==> src/rtl/qspi_arb_pkg.sv <==
// Shared types for the QSPI flash arbiter: FSM states, owner codes and the pin bundle.
package qspi_arb_pkg;

  localparam int QSPI_DQ_W = 4;

  typedef enum logic [1:0] {IDLE, GRANT_M0, GRANT_M1, DEAD} arb_state_e;

  localparam logic [1:0] OWN_NONE = 2'b00;
  localparam logic [1:0] OWN_M0   = 2'b01;
  localparam logic [1:0] OWN_M1   = 2'b10;

  typedef struct packed {
    logic                 sck;
    logic                 cs_n;
    logic [QSPI_DQ_W-1:0] oval;
    logic [QSPI_DQ_W-1:0] oe;
  } qspi_pins_t;

  // Pad state when nobody owns the flash: deselected, not driving.
  function automatic qspi_pins_t pins_idle(input logic sck_idle);
    pins_idle = '{sck: sck_idle, cs_n: 1'b1, oval: '0, oe: '0};
  endfunction

endpackage

==> src/rtl/qspi_arb_timer.sv <==
// Loadable down-counter that saturates at zero; done is high while the count is zero.
module qspi_arb_timer #(
  parameter int W = 4
) (
  input  logic         clock,
  input  logic         reset_n,
  input  logic         load,
  input  logic [W-1:0] load_val,
  input  logic         en,
  output logic         done
);

  logic [W-1:0] cnt;

  always_ff @(posedge clock) begin
    if (!reset_n)               cnt <= '0;
    else if (load)              cnt <= load_val;
    else if (en && cnt != '0)   cnt <= cnt - W'(1);
  end

  assign done = (cnt == '0);

endmodule

==> src/rtl/qspi_flash_arbiter.sv <==
// Two-master arbiter for one QSPI flash pin set with dead time between owners.
// Define QSPI_ARB_TIMEOUT_EN to build the MAX_HOLD grant timeout and preempt pulse.
module qspi_flash_arbiter
  import qspi_arb_pkg::*;
#(
  parameter int   DEAD_CYCLES = 2,
  parameter int   MAX_HOLD    = 1024,
  parameter bit   PRIORITY_M0 = 1'b1,
  parameter logic SCK_IDLE    = 1'b0
) (
  input  logic                 clock,
  input  logic                 reset_n,
  input  logic                 m0_req,
  output logic                 m0_gnt,
  input  logic                 m0_sck,
  input  logic                 m0_cs_n,
  input  logic [QSPI_DQ_W-1:0] m0_dq_oval,
  input  logic [QSPI_DQ_W-1:0] m0_dq_oe,
  output logic [QSPI_DQ_W-1:0] m0_dq_ival,
  input  logic                 m1_req,
  output logic                 m1_gnt,
  input  logic                 m1_sck,
  input  logic                 m1_cs_n,
  input  logic [QSPI_DQ_W-1:0] m1_dq_oval,
  input  logic [QSPI_DQ_W-1:0] m1_dq_oe,
  output logic [QSPI_DQ_W-1:0] m1_dq_ival,
  output logic                 pad_sck,
  output logic                 pad_cs_n,
  output logic [QSPI_DQ_W-1:0] pad_dq_oval,
  output logic [QSPI_DQ_W-1:0] pad_dq_oe,
  input  logic [QSPI_DQ_W-1:0] pad_dq_ival,
  output logic [1:0]           owner,
  output logic                 preempt
);

  localparam int DEAD_W = $clog2(DEAD_CYCLES + 1);

  if (DEAD_CYCLES < 1 || MAX_HOLD < 1) begin : g_param_err
    $error("qspi_flash_arbiter: DEAD_CYCLES and MAX_HOLD must be >= 1");
  end

  arb_state_e state, state_nxt;
  qspi_pins_t m0_pins, m1_pins, pads_q, pads_nxt;
  logic       last_m1, m0_rq, m1_rq, any_rq, pick_m1;
  logic       in_grant, dead_done, revoke;

  assign m0_pins  = '{sck: m0_sck, cs_n: m0_cs_n, oval: m0_dq_oval, oe: m0_dq_oe};
  assign m1_pins  = '{sck: m1_sck, cs_n: m1_cs_n, oval: m1_dq_oval, oe: m1_dq_oe};
  assign in_grant = (state == GRANT_M0) || (state == GRANT_M1);
  assign any_rq   = m0_rq || m1_rq;
  // Tie rule: fixed m0 priority, or the previous owner yields.
  assign pick_m1  = m1_rq && (!m0_rq || (!PRIORITY_M0 && !last_m1));

`ifdef QSPI_ARB_TIMEOUT_EN
  localparam int HOLD_W = $clog2(MAX_HOLD + 1);
  logic blk_m0, blk_m1, other_rq, own_cs_n, hold_done;

  assign m0_rq    = m0_req && !blk_m0;
  assign m1_rq    = m1_req && !blk_m1;
  assign other_rq = (state == GRANT_M0) ? m1_rq : m0_rq;
  assign own_cs_n = (state == GRANT_M1) ? m1_cs_n : m0_cs_n;

  qspi_arb_timer #(.W(HOLD_W)) u_hold_tmr (
    .clock    (clock),
    .reset_n  (reset_n),
    .load     (!in_grant || !other_rq),
    .load_val (HOLD_W'(MAX_HOLD)),
    .en       (1'b1),
    .done     (hold_done)
  );

  // Timed-out grant is only pulled between transactions.
  assign revoke = in_grant && other_rq && hold_done && own_cs_n;

  // A revoked master stays masked until it drops req and asks again.
  always_ff @(posedge clock) begin
    if (!reset_n) begin
      blk_m0 <= 1'b0;
      blk_m1 <= 1'b0;
    end else begin
      if (revoke && state == GRANT_M0) blk_m0 <= 1'b1;
      else if (!m0_req)                blk_m0 <= 1'b0;
      if (revoke && state == GRANT_M1) blk_m1 <= 1'b1;
      else if (!m1_req)                blk_m1 <= 1'b0;
    end
  end
`else
  assign m0_rq  = m0_req;
  assign m1_rq  = m1_req;
  assign revoke = 1'b0;
`endif

  qspi_arb_timer #(.W(DEAD_W)) u_dead_tmr (
    .clock    (clock),
    .reset_n  (reset_n),
    .load     (state_nxt == DEAD && state != DEAD),
    .load_val (DEAD_W'(DEAD_CYCLES - 1)),
    .en       (state == DEAD),
    .done     (dead_done)
  );

  always_comb begin
    state_nxt = state;
    case (state)
      IDLE:     if (any_rq) state_nxt = pick_m1 ? GRANT_M1 : GRANT_M0;
      GRANT_M0: if ((!m0_req && m0_cs_n) || revoke) state_nxt = DEAD;
      GRANT_M1: if ((!m1_req && m1_cs_n) || revoke) state_nxt = DEAD;
      DEAD:     if (dead_done) state_nxt = !any_rq ? IDLE : (pick_m1 ? GRANT_M1 : GRANT_M0);
      default:  state_nxt = IDLE;
    endcase
  end

  // Pads follow the next owner so they go idle on the very edge the grant ends.
  always_comb begin
    pads_nxt = pins_idle(SCK_IDLE);
    if (state_nxt == GRANT_M0)      pads_nxt = m0_pins;
    else if (state_nxt == GRANT_M1) pads_nxt = m1_pins;
  end

  always_ff @(posedge clock) begin
    if (!reset_n) begin
      state   <= IDLE;
      m0_gnt  <= 1'b0;
      m1_gnt  <= 1'b0;
      owner   <= OWN_NONE;
      preempt <= 1'b0;
      last_m1 <= 1'b0;
      pads_q  <= pins_idle(SCK_IDLE);
    end else begin
      state   <= state_nxt;
      m0_gnt  <= (state_nxt == GRANT_M0);
      m1_gnt  <= (state_nxt == GRANT_M1);
      owner   <= (state_nxt == GRANT_M0) ? OWN_M0 :
                 (state_nxt == GRANT_M1) ? OWN_M1 : OWN_NONE;
      preempt <= revoke;
      pads_q  <= pads_nxt;
      if (state_nxt == GRANT_M0)      last_m1 <= 1'b0;
      else if (state_nxt == GRANT_M1) last_m1 <= 1'b1;
    end
  end

  assign pad_sck     = pads_q.sck;
  assign pad_cs_n    = pads_q.cs_n;
  assign pad_dq_oval = pads_q.oval;
  assign pad_dq_oe   = pads_q.oe;

  assign m0_dq_ival = pad_dq_ival & {QSPI_DQ_W{owner == OWN_M0}};
  assign m1_dq_ival = pad_dq_ival & {QSPI_DQ_W{owner == OWN_M1}};

endmodule

==> config.mk <==
export PLATFORM = sky130hd
export DESIGN_NAME = qspi_flash_arbiter
export DESIGN_NICKNAME = d
export VERILOG_FILES = /design/src/rtl/qspi_arb_pkg.sv /design/src/rtl/qspi_arb_timer.sv /design/src/rtl/qspi_flash_arbiter.sv
export SDC_FILE = /design/constraint.sdc
export NUM_CORES = 1
export LEC_CHECK = 0
export ABC_AREA = 1
export CAP_MARGIN = 20
export CORE_MARGIN = 2
export CORE_UTILIZATION = 60
export CTS_BUF_LIST = sky130_fd_sc_hd__clkbuf_16
export DETAILED_ROUTE_END_ITERATION = 7
export DONT_BUFFER_PORTS = 1
export HOLD_SLACK_MARGIN = 0.08
export PLACE_DENSITY = 0.84
export SKIP_CTS_REPAIR_TIMING = 1
export SYNTH_ARGS = -nofsm -noshare
export SYNTH_HDL_FRONTEND = slang
export SYNTH_HIERARCHICAL = 1
export SYNTH_SLANG_ARGS = --single-unit
==> constraint.sdc <==
create_clock -name clock -period 2.83 [get_ports clock]
set_input_delay 0.7075 -clock clock [delete_from_list [all_inputs] [get_ports clock]]
set_output_delay 0.7075 -clock clock [all_outputs]
set_load 0.01 [all_outputs]
==> impl_results.md <==
- IO Pins: a little over 50
- H-tree depth: 1
- Max Buffers Root-to-Sink: 2
- Setup TNS: 0 ps
- Leak: 0.4803 nW
- Layout Nets: 150
- F_max: ~530 MHz
- Combinational Power Share: 0.219
- Row cnt: 13
- CTS root buf: clkbuf_16
- Chip Height: 41.63 um
- Setup Viol. Count Final: 0
- Synthesized-area fraction occupied by and/or/nand/nor cells: 0.4168
- CP Class: flop to flop
- Routed length on met2: about 790 um
- Clk pwr share: 0.371
- Clock Sinks: 17
- Post-synthesis xor/xnor area fraction: 0
- Flop pwr share: 0.410
- DP HPWL: 1.202 mm
- Max VDD drop: 587.9 uV
- First-pass GRT wire length: 2.511 mm
- DRC Markers: 0
- Largest family of logic cells by synthesized area: simple AND/OR/NAND/NOR gates
- Crit end category: flop
- Area grow syn2layout: 6.627%
- Number of diodes: 0
- Vias per inst: 5.148
- Avg WL per Cell: about 11 um
- Grt total ovfl: 0
- Gate Count Post-Synth: 119
- Post-synthesis adder-cell area fraction: 0.01473
- WL final: 1.543 mm
- Starting Density: 0.6448
- Vias in the first global route: 627
- Final min period: 1896 ps
- Final ANT Viol Nets: 0
- Netlist cell types: 19
- Flops & latches, synth: 17
- Wl on met1: around 620 um
- IO buf count: 0
- Final Max Tran Viols: 0
- Horiz. Die Dim: about 42 um
- Max Used Layer: met3
- Switching part of the total: 0.3103
- Core ar.: 1318 um2
- 1st-iter DRT viols: 12
- Post-synthesis compound-gate area fraction: 0.01620
- Final hold slack: 551.3 ps
- Critical Path Fanout Max: 15
- Drt pass-1 iters: 2
- Synthesized area per cell: 7.139 um2
- Tcrit/Tclk final: 0.6698
- Register area share after synthesis: 0.4006
- Final Hold Vio Count: 0
- Num CTS Buffers: 3
- RSZ-0062 raised after global routing: false
- DIE AREA: about 1700 um2
- Req. time, crit path: 2970 ps
- Final Wtd Congestion: roughly 0.76
- Clock-pin transition on the worst setup and hold timing paths: 50 ps
- Cell Pwr Density: 822.4 nW/um2
- Layout cell share with drive strength beyond 1: 0.1167
- Ys Warns: 6
- WL met3: 128 um
- Run status: finished, final reports clean
- TritonCTS clock tree: done
- Initial antenna violation count: 0
- Multiplexer area fraction after synthesis: 0
- Hold WC Path Type: input pin to flop
- Net switching power: 0.2312 mW
- Largest net degree at the start of global routing: 16
- Setup Skew: between 1 and 1.5 ps
- All-Layer GR Usage: 0.1869
- Worst setup SP type: flop
- Max_cap viols: 0
- DR vias: ~700
- Arrival @ worst endpoint: 2030 ps
- Mapped Area: 849.6 um2
- Worst skew pair latency: 240 ps
- Internal Power: approximately 0.51 mW
## power groups by stage
stage | logic (mW) | registers [mW] | clock network (mW)
global placement | 0.153 | 0.309 | 0
CTS | 0.163 | 0.306 | 0.280
finish | 0.163 | 0.305 | 0.277
floorplan | 0.161 | 0.304 | 0
global route | 0.185 | 0.309 | 0.292
detailed placement | 0.162 | 0.310 | 0
## layer usage
| metal | vias to the layer above | track usage |
|---|---|---|
| met1 | 298 | 0.1961 |
| met4 | 0 | 0.03871 |
| li1 | 363 | - |
| met3 | 0 | 0.06087 |
| met5 | - | 0 |
| met2 | 34 | 0.3563 |
## state kept, by name (all words and copies together), names as in the netlist
signal and flops:
pad_dq_oe 4, pad_dq_oval 4, state 2, u_dead_tmr/cnt 2, m0_gnt 1, m1_gnt 1
owner 1, pad_cs_n 1, pad_sck 1
## stage by stage
stage	setup WS (ps)	instance area, um2	util	power [mW]	std cells
after floorplan	911.4	853.3	-	0.4655	120
after global placement	946.1	825.8	0.6268	0.4625	131
after detailed placement	836.9	825.8	0.6268	0.4724	131
after CTS	928.9	905.9	0.6876	0.7491	135
after global routing	769.4	905.9	0.6876	0.7870	135
final	934.4	905.9	0.6876	0.7450	135
## cell usage in the layout, fill, tap and decap left out
cell type,instances
nand2_1,27
nand3_1,22
inv_1,19
dfxtp_1,17
nor2_1,12
nor3_1,4
conb_1,3
clkbuf_16,3
nand3_2,2
nand2_4,2
nor2_4,2
or2_2,1
o21ai_2,1
clkinv_2,1
inv_2,1
nor2_2,1
o21ai_0,1
ha_1,1
## Yosys cell counts (all sizes together)
cell,n,share of area
nor2,15,0.087
ha,1,0.015
o21ai,2,0.016
nand2,29,0.15
inv,20,0.088
nand3,24,0.15
dfxtp,17,0.40
nor3,4,0.024
buf,4,0.054
or2,1,0.0074
conb,2,0.0088
## critical path: stages (launching register included)
cell     delay, ps
dfxtp_1        360
inv_1           60
ha_1           200
nand2_1         70
nand2_1         80
nand3_2         90
nand2_4        120
nor3_1         420
inv_2           80
nand2_1        140
nand2_1         70
nand2_1         70
nor2_2          30
## path summary, 6_finish.rpt
kind | startpoint | endpoint | slack, ps | cells after the start
max | u_dead_tmr/cnt[0] | u_dead_tmr/cnt[0] | 930 | 12
min | reset_n | pad_cs_n | 550 | 1
max reg2reg | u_dead_tmr/cnt[0] | u_dead_tmr/cnt[0] | 930 | 12
min reg2reg | u_dead_tmr/cnt[0] | u_dead_tmr/cnt[0] | 570 | 2
## cells by family after synthesis
kind of cell	Yosys count
compound gates	2
other cells	2
fa+ha+maj	1
buf+inv	24
flops	17
simple gates	73
## cell type report
cell class                      count  area [um2]
Clock buffer                        3       75.07
Clock inverter                      1       5.005
Inverter                           20       75.07
Sequential cell                    17       340.3
Fill cell                         110       411.6
Multi-Input combinational cell     79       391.6
Tap cell                           15       18.77
Power figures use the tool's default switching activity.
